[src/rtl/gf180mcu_fd_sc_mcu7t5v0__or2_rr_arb_if.sv]
// Request/grant bundle between N requesters and the round-robin arbiter
// that owns the shared OR-combined resource.
interface gf180mcu_fd_sc_mcu7t5v0__or2_rr_arb_if #(
  parameter int N = 4
);
  localparam int IW = (N > 1) ? $clog2(N) : 1;

  logic [N-1:0]  REQ;
  logic [N-1:0]  GNT;
  logic [IW-1:0] GNT_ID;
  logic          BUSY;
  logic          ANY_REQ;
  logic          TMO;

  // requester side
  modport master (
    output REQ,
    input  GNT, GNT_ID, BUSY, ANY_REQ, TMO
  );

  // arbiter side
  modport slave (
    input  REQ,
    output GNT, GNT_ID, BUSY, ANY_REQ, TMO
  );
endinterface

[src/rtl/gf180mcu_fd_sc_mcu7t5v0__or2_rr_arb.sv]
// Round-robin arbiter: one-hot registered grant, rotating priority, GAP turnaround.
// Watchdog revoke compiled in with GF180MCU_FD_SC_MCU7T5V0__OR2_RR_ARB_TIMEOUT_EN.
module gf180mcu_fd_sc_mcu7t5v0__or2_rr_arb #(
  parameter int N       = 4,
  parameter int TMO_CYC = 15
) (
  input logic CLK,
  input logic RST,
  gf180mcu_fd_sc_mcu7t5v0__or2_rr_arb_if.slave bus
);
  localparam int IW = (N > 1) ? $clog2(N) : 1;

  if (N < 2 || N > 8) begin : g_bad_n
    $error("N must be in 2..8");
  end
  if (TMO_CYC < 1 || TMO_CYC > 255) begin : g_bad_tmo
    $error("TMO_CYC must be in 1..255");
  end

  typedef enum logic [1:0] {
    S_IDLE  = 2'd0,
    S_GRANT = 2'd1,
    S_GAP   = 2'd2
  } state_t;

  state_t          r_state, w_state_nxt;
  logic [N-1:0]    r_gnt, w_gnt_nxt;
  logic [IW-1:0]   r_gnt_id, w_id_nxt;
  logic [IW-1:0]   r_ptr, w_ptr_nxt;
  logic [IW-1:0]   w_ptr_adv;
  logic [IW-1:0]   w_pick;
  logic            w_pick_vld;
  logic [N-1:0][IW-1:0] w_cand;

`ifdef GF180MCU_FD_SC_MCU7T5V0__OR2_RR_ARB_TIMEOUT_EN
  localparam logic [7:0] CNT_LAST = 8'(TMO_CYC - 1);
  logic [7:0] r_cnt, w_cnt_nxt;
  logic       r_tmo, w_tmo_nxt;
`endif

  // w_cand[k] is the requester examined k-th when scanning from r_ptr
  for (genvar k = 0; k < N; k++) begin : g_cand
    assign w_cand[k] = IW'((int'(r_ptr) + k) % N);
  end

  // highest offset first so the lowest offset with a request wins
  always_comb begin
    w_pick     = '0;
    w_pick_vld = 1'b0;
    for (int k = N - 1; k >= 0; k--) begin
      if (bus.REQ[w_cand[k]]) begin
        w_pick     = w_cand[k];
        w_pick_vld = 1'b1;
      end
    end
  end

  assign w_ptr_adv = (r_gnt_id == IW'(N - 1)) ? '0 : r_gnt_id + 1'b1;

  always_comb begin
    w_state_nxt = r_state;
    w_gnt_nxt   = r_gnt;
    w_id_nxt    = r_gnt_id;
    w_ptr_nxt   = r_ptr;
`ifdef GF180MCU_FD_SC_MCU7T5V0__OR2_RR_ARB_TIMEOUT_EN
    w_cnt_nxt   = r_cnt;
    w_tmo_nxt   = 1'b0;
`endif
    case (r_state)
      S_IDLE: begin
        if (w_pick_vld) begin
          w_gnt_nxt         = '0;
          w_gnt_nxt[w_pick] = 1'b1;
          w_id_nxt          = w_pick;
          w_state_nxt       = S_GRANT;
        end
      end
      S_GRANT: begin
        if (!bus.REQ[r_gnt_id]) begin
          w_gnt_nxt   = '0;
          w_ptr_nxt   = w_ptr_adv;
          w_state_nxt = S_GAP;
        end
`ifdef GF180MCU_FD_SC_MCU7T5V0__OR2_RR_ARB_TIMEOUT_EN
        else if (r_cnt == CNT_LAST) begin
          w_gnt_nxt   = '0;
          w_tmo_nxt   = 1'b1;
          w_ptr_nxt   = w_ptr_adv;
          w_state_nxt = S_GAP;
        end
        else begin
          w_cnt_nxt = r_cnt + 8'd1;
        end
`endif
      end
      S_GAP: begin
        w_gnt_nxt   = '0;
`ifdef GF180MCU_FD_SC_MCU7T5V0__OR2_RR_ARB_TIMEOUT_EN
        w_cnt_nxt   = '0;
`endif
        w_state_nxt = S_IDLE;
      end
      default: begin
        w_gnt_nxt   = '0;
        w_state_nxt = S_IDLE;
      end
    endcase
  end

  always_ff @(posedge CLK or posedge RST) begin
    if (RST) begin
      r_state  <= S_IDLE;
      r_gnt    <= '0;
      r_gnt_id <= '0;
      r_ptr    <= '0;
    end else begin
      r_state  <= w_state_nxt;
      r_gnt    <= w_gnt_nxt;
      r_gnt_id <= w_id_nxt;
      r_ptr    <= w_ptr_nxt;
    end
  end

`ifdef GF180MCU_FD_SC_MCU7T5V0__OR2_RR_ARB_TIMEOUT_EN
  always_ff @(posedge CLK or posedge RST) begin
    if (RST) begin
      r_cnt <= '0;
      r_tmo <= 1'b0;
    end else begin
      r_cnt <= w_cnt_nxt;
      r_tmo <= w_tmo_nxt;
    end
  end
  assign bus.TMO = r_tmo;
`else
  assign bus.TMO = 1'b0;
`endif

  assign bus.GNT     = r_gnt;
  assign bus.GNT_ID  = r_gnt_id;
  assign bus.BUSY    = |r_gnt;
  assign bus.ANY_REQ = |bus.REQ;
endmodule

[src/flat_wrapper.sv]
// flat-port wrapper written by rule: the top's interface ports become plain ports
module gf180mcu_fd_sc_mcu7t5v0__or2_rr_arb_flat 
#(
  parameter int N       = 4,
  parameter int TMO_CYC = 15
)
  (CLK, RST, bus_REQ, bus_GNT, bus_GNT_ID, bus_BUSY, bus_ANY_REQ, bus_TMO);
  gf180mcu_fd_sc_mcu7t5v0__or2_rr_arb_if #(.N(N)) bus_i ();
  input logic CLK;
  input logic RST;
  input wire logic [$bits(bus_i.REQ)-1:0] bus_REQ;
  output wire logic [$bits(bus_i.GNT)-1:0] bus_GNT;
  output wire logic [$bits(bus_i.GNT_ID)-1:0] bus_GNT_ID;
  output wire logic [$bits(bus_i.BUSY)-1:0] bus_BUSY;
  output wire logic [$bits(bus_i.ANY_REQ)-1:0] bus_ANY_REQ;
  output wire logic [$bits(bus_i.TMO)-1:0] bus_TMO;
  assign bus_i.REQ = bus_REQ;
  assign bus_GNT = bus_i.GNT;
  assign bus_GNT_ID = bus_i.GNT_ID;
  assign bus_BUSY = bus_i.BUSY;
  assign bus_ANY_REQ = bus_i.ANY_REQ;
  assign bus_TMO = bus_i.TMO;
  gf180mcu_fd_sc_mcu7t5v0__or2_rr_arb #(.N(N), .TMO_CYC(TMO_CYC)) u_core (.CLK(CLK), .RST(RST), .bus(bus_i));
endmodule
[config.mk]
export PLATFORM = sky130hd
export DESIGN_NAME = gf180mcu_fd_sc_mcu7t5v0__or2_rr_arb_flat
export DESIGN_NICKNAME = d
export VERILOG_FILES = /design/src/rtl/gf180mcu_fd_sc_mcu7t5v0__or2_rr_arb_if.sv /design/src/rtl/gf180mcu_fd_sc_mcu7t5v0__or2_rr_arb.sv /design/src/flat_wrapper.sv
export SDC_FILE = /design/constraint.sdc
export NUM_CORES = 1
export LEC_CHECK = 0
export BUFFER_PORTS_ARGS = -buffer_cell sky130_fd_sc_hd__clkbuf_2
export CAP_MARGIN = 15
export CORE_AREA = 2 2 39 41
export CTS_CLUSTER_DIAMETER = 80
export DETAILED_ROUTE_END_ITERATION = 12
export DIE_AREA = 0 0 41 43
export GPL_TIMING_DRIVEN = 0
export PLACE_DENSITY = 0.71
export SLEW_MARGIN = 40
export SYNTH_ARGS = -nofsm -noshare
export SYNTH_HDL_FRONTEND = slang
export SYNTH_SLANG_ARGS = --single-unit
[constraint.sdc]
create_clock -name CLK -period 2.4 [get_ports CLK]
set_input_delay 0.36 -clock CLK [delete_from_list [all_inputs] [get_ports CLK]]
set_output_delay 0.36 -clock CLK [all_outputs]
set_load 0.03 [all_outputs]
Yosys cells after proc, flatten, opt, wreduce, memory -nomap -nowiden
Cells that the tools add are included.
{"block": "word_totals", "latch_bits": 0, "mem_bits_ro": 0, "memories": 0, "out_inout_bits": 9, "ramBits": 0, "wordCells": 54, "regBits": 10}
{"block": "op_classes", "mux": 27, "eq_ne": 4, "reduce_logical": 7, "div": 0, "addsub": 4, "mul": 0, "bitwise_logic": 1, "shifts": 0, "magnitude_cmp": 7}
{"cell": "$lt 2x3->1 const B", "count": 6}
{"cell": "$mux 2", "count": 7}
{"cell": "$bmux 1 s2", "count": 5}
{"cell": "$mux 1", "count": 10}
{"cell": "$mux 4", "count": 2}
{"cell": "$pmux 4 s2", "count": 1}
{"cell": "$reduce_or 4->1", "count": 2}
{"cell": "$reduce_and 2->1", "count": 3}
{"cell": "$add 2x1->2 const B", "count": 2}
{"cell": "$add 2x2->2 const B", "count": 2}
{"cell": "$pmux 2 s2", "count": 1}
{"cell": "$demux 1 s2", "count": 1}
{"cell": "$eq 2x1->1 const B", "count": 1}
{"cell": "$eq 2x2->1 const B", "count": 1}
{"cell": "$ge 2x1->1 const B", "count": 1}
{"cell": "$logic_not 2->1", "count": 1}
{"cell": "$ne 2x1->1 const B", "count": 1}
{"cell": "$ne 2x2->1 const B", "count": 1}
{"cell": "$logic_and 1x1->1", "count": 1}
{"cell": "$not 1->1", "count": 1}

Logic depth before layout (Yosys ltp)
{"block": "logic_depth", "ltp_word": 13, "ltp_mapped": 4, "mapped_depth_nobuf": 4}

Worst setup path after synthesis
Ideal clock, no wire load.
{"block": "synth_timing", "path_type": "register -> register", "from": "register u_core.r_gnt_id[0], in the netlist u_core.bus.GNT_ID[0]", "to": "register u_core.r_ptr[0]", "arrival_ns": 1.711, "path_stages_with_launch": 5, "period_less_slack_ns": 1.836, "path_slack_ns": 0.564, "path_cell_list": "dfrtp_1 -> mux4_2 -> nor2b_2 -> and2b_4 -> mux2_4"}
{"block": "synth_between", "elab_chain_cells": 4, "word_cells_on_any_way": 7, "cone_classes": "1 x add/sub; 1 x eq/ne; 3 x mux; 1 x bitwise; 1 x reduce/logical"}
{"element": "from (decl)", "line_no": "gf180mcu_fd_sc_mcu7t5v0__or2_rr_arb.sv:28", "rtl": "logic [IW-1:0] r_gnt_id, w_id_nxt;"}
{"element": "from (signal assigned)", "line_no": "gf180mcu_fd_sc_mcu7t5v0__or2_rr_arb.sv:119", "rtl": "r_gnt_id <= w_id_nxt;"}
{"element": "$bmux 1 s2", "line_no": "gf180mcu_fd_sc_mcu7t5v0__or2_rr_arb.sv:79", "rtl": "if (!bus.REQ[r_gnt_id]) begin"}
{"element": "$mux 1 (implied by the code)", "line_no": "gf180mcu_fd_sc_mcu7t5v0__or2_rr_arb.sv:79"}
{"element": "$not 1->1 (no source line)"}
{"element": "$reduce_and 2->1 (no source line)"}
{"element": "to (signal assigned)", "line_no": "gf180mcu_fd_sc_mcu7t5v0__or2_rr_arb.sv:120", "rtl": "r_ptr <= w_ptr_nxt;"}
{"element": "to (decl)", "line_no": "gf180mcu_fd_sc_mcu7t5v0__or2_rr_arb.sv:29", "rtl": "logic [IW-1:0] r_ptr, w_ptr_nxt;"}
Several ways; a longest one is shown, not always the timed one. The select of a mux whose other input is x is not followed.
A chain may end at the register's enable or synchronous reset.

Worst setup path after layout
Same ends and word-level chain as after synthesis.

==> qor.csv <==
stage,metric,value,unit
worst_setup_path,CP required,2.55,ns
sta,Setup Skew,0.00399,ns
cts,post-cts hold buffer count,0,
cells_and_area,area delta synth->final,22.5,%
worst_setup_path,crit path launch type,flop,
yosys,Syn. warnings,0,
global_routing,global-route wire length before repair,1600,um
yosys,cell taking the most area after synthesis,dfrtp_1,
cts,Clock Tree Buf Depth,2,
floorplan,Rows,14,
global_routing,GR Overflow Total,0,
floorplan,DIE AREA,1760,um2
worst_setup_path,Bufs and invs on worst path,0,
routing,DRC,0,
yosys,"EDFF count, synth",0,
floorplan,core area,1380,um2
worst_setup_path,Worst path slowest cell,mux4_2,
sta,"Slew Viols, Final",0,
cts,cts repair resizes,0,
global_routing,largest net degree at the start of global routing,11,
global_routing,GR Util All Layers,14.0,%
yosys,Post-synth top cells,"dfrtp_1, inv_1, nor2_1",
global_routing,vias in the first global route,364,
yosys,Synth Register Bits,10,
sta,final count of negative-setup-slack endpoints,0,
cells_and_area,# diodes,0,
floorplan,Initial Utilization,39.0,%
yosys,dominant cells by area after synthesis,"dfrtp_1, mux2_4, mux4_2",
power,power per cell area,1480,nW/um2
cells_and_area,# nets final,75,
sta,crit share post-route,72.4,%
cts,total CTS buffers,3,
sta,Fin Setup TNS,0,ns
cts,Post-CTS Setup Inserts,0,
floorplan,die width,41,um
placement,IO Port Bufs,13,
cells_and_area,filler cell count in the final layout,137,
yosys,syn_nets,57,
cts,root buffer cell,clkbuf_4,
yosys,Synth Flop Type,dfrtp_1,
routing,vias per cell,5.05,
yosys,Synth Cell Area,539,um2
placement,DP Wirelength,785,um
worst_hold_path,worst hold path class,input pin to asynchronous set/reset pin,
cts,H-tree levels,1,
yosys,Async SR Flop Fraction,100,%
yosys,unique cell type count in the Yosys netlist,27,
yosys,sequential-to-total area share from yosys stat,46.4,%
run_status,status,completed,
worst_setup_path,Worst Path Arrival,1.89,ns
worst_setup_path,Crit Path Max Fanout,5,
routing,Routed wire per std cell,12.0,um
yosys,top-area cell type share of the netlist area,46.4,%
power,worst vdd ir,0.557,mV
yosys,Cells after Synth,50,
run,MaxCap Viol Count,0,
yosys,mux cell area share after synthesis,11.6,%
worst_setup_path,Top Family by Delay on Critical Path,multiplexers,
sta,crit path time final,1.74,ns
yosys,Post-Synth XOR/XNOR Area,0,%
yosys,most common cell in the netlist,dfrtp_1,
cts,clk sinks,10,
worst_setup_path,Worst path max stage delay,0.55,ns
sta,"Hold Vio Cnt, Final",0,
floorplan,I/O pin count,15,
yosys,combinational family with the most area after synthesis,compound AO/OA/AOI/OAI gates,
power,Pleak,0.345,nW
worst_setup_path,"Cell Chain, Critical Path","mux4_2, nor2b_2, and2b_4, mux2_4",
routing,final WL,997,um
cells_and_area,layout cell share with drive strength beyond 1,34.3,%
routing,drt pass-1 iters,4,
yosys,Post-Synth Adder-Cell Area,2.32,%
cells_and_area,design area,661,um2
cts,"Reg clk slew, reported paths",0.07,ns
sta,fmax,576,MHz
yosys,Synth Area in Simple Gates,16.7,%
routing,detailed-route via count,419,
cts,CTS tree,built,
global_routing,antenna violations before repair,0,
yosys,post-synthesis compound-gate area fraction,18.1,%
routing,Initial DRC Count,4,
cts,"Clk Latency, worst-skew pair",0.27,ns
yosys,synthesized area per cell,10.8,um2
placement,Area after DPL,624,um2
floorplan,floorplan die height,43,um
routing,ANT nets after route,0,
placement,GPL Wtd Cong,0.706,
worst_setup_path,Worst setup EP type,flop,
sta,RSZ-0062 raised after global routing,no,
worst_setup_path,Worst Setup Path Type,flop to flop,
[through the flow]
stage	power (mW)	hold slack, ns	std cells	worst slack [ns]	util [%]
2_1_floorplan	0.707	0.200	50	0.564	-
3_3_place_gp	0.822	0.326	79	0.682	45.1
3_5_place_dp	0.830	0.338	79	0.675	45.1
4_1_cts	0.989	0.0357	83	0.650	47.7
5_1_grt	1.05	0.0508	83	0.581	47.7
6_report	0.977	0.0281	83	0.663	47.7
[cells in the final DEF (no fill, tap or decap)]
cell type | netlist | final
mux4_2 | 1 | 1
a211o_1 | 1 | 1
dfrtp_1 | 10 | 10
a21o_1 | 2 | 2
nor2b_2 | 1 | 1
conb_1 | 1 | 1
clkbuf_2 | 0 | 13
nor3_1 | 2 | 2
mux2_4 | 2 | 2
ha_1 | 1 | 1
nand2_1 | 2 | 2
nor2_1 | 4 | 4
nand2b_1 | 2 | 2
nor4_1 | 1 | 1
a211oi_1 | 1 | 1
or3_1 | 1 | 1
a311oi_1 | 1 | 1
nor2b_1 | 1 | 1
buf_4 | 1 | 1
and2b_4 | 1 | 1
or4_1 | 1 | 1
o21ai_0 | 1 | 1
a22o_1 | 2 | 2
clkbuf_8 | 0 | 1
o21bai_1 | 1 | 1
inv_1 | 4 | 4
a21oi_1 | 2 | 2
mux2i_1 | 1 | 1
clkbuf_4 | 0 | 3
o2bb2ai_1 | 2 | 2
[area by class of cell]
cell class | instances | area, um2 | area share (%)
well taps | 16 | 20.0 | 3.03
multi-input cells | 35 | 267 | 40.3
plain buffers | 1 | 7.51 | 1.14
inverters | 4 | 15.0 | 2.27
repair buffers | 13 | 65.1 | 9.85
clock buffers | 4 | 36.3 | 5.49
flip-flops and latches | 10 | 250 | 37.9
[final timing paths]
kind | to | from | cells after the start | slack (ns)
worst min register to register | u_core.r_state[0] | u_core.r_state[1] | 1 | 0.48
worst min-delay path | u_core.bus.GNT[1] | RST | 2 | 0.03
worst max-delay path | u_core.r_ptr[0] | u_core.bus.GNT_ID[0] | 4 | 0.66
max in group asynchronous | u_core.r_state[1] | RST | 2 | 2.11
worst max register to register | u_core.r_ptr[0] | u_core.bus.GNT_ID[0] | 4 | 0.66
min in group CLK | u_core.r_state[0] | u_core.r_state[1] | 1 | 0.48
[metal layers]
layer,global-route usage (%),wire [um]
met5,0,0
met4,12.0,14
met3,1.57,44
met2,16.6,463
met1,21.6,475
[power breakdown]
group / internal, mW / switching [mW] / leakage, nW
Clock: 0.0921 / 0.0607 / 0.0210
Sequential: 0.249 / 0.0822 / 0.127
Combinational: 0.213 / 0.280 / 0.197
[worst register-to-register path, cell delays in order (launching register included)]
cell and delay, ns:
dfrtp_1 0.45, mux4_2 0.55, nor2b_2 0.15, and2b_4 0.19, mux2_4 0.29
[sequential cells by signal (all words and copies together) (netlist names)]
name	flops
u_core.bus.GNT	4
u_core.r_ptr	2
u_core.r_state	2
u_core.bus.GNT_ID	2
[cell families after synthesis]
kind of cell	count (synthesis)
and+or+nand+nor	16
AOI/OAI and AO/OA	13
other	1
muxes	4
DFF	10
buffers and inverters	5
adders and majority gates	1
Note: power is estimated with default switching activity, not from simulation.
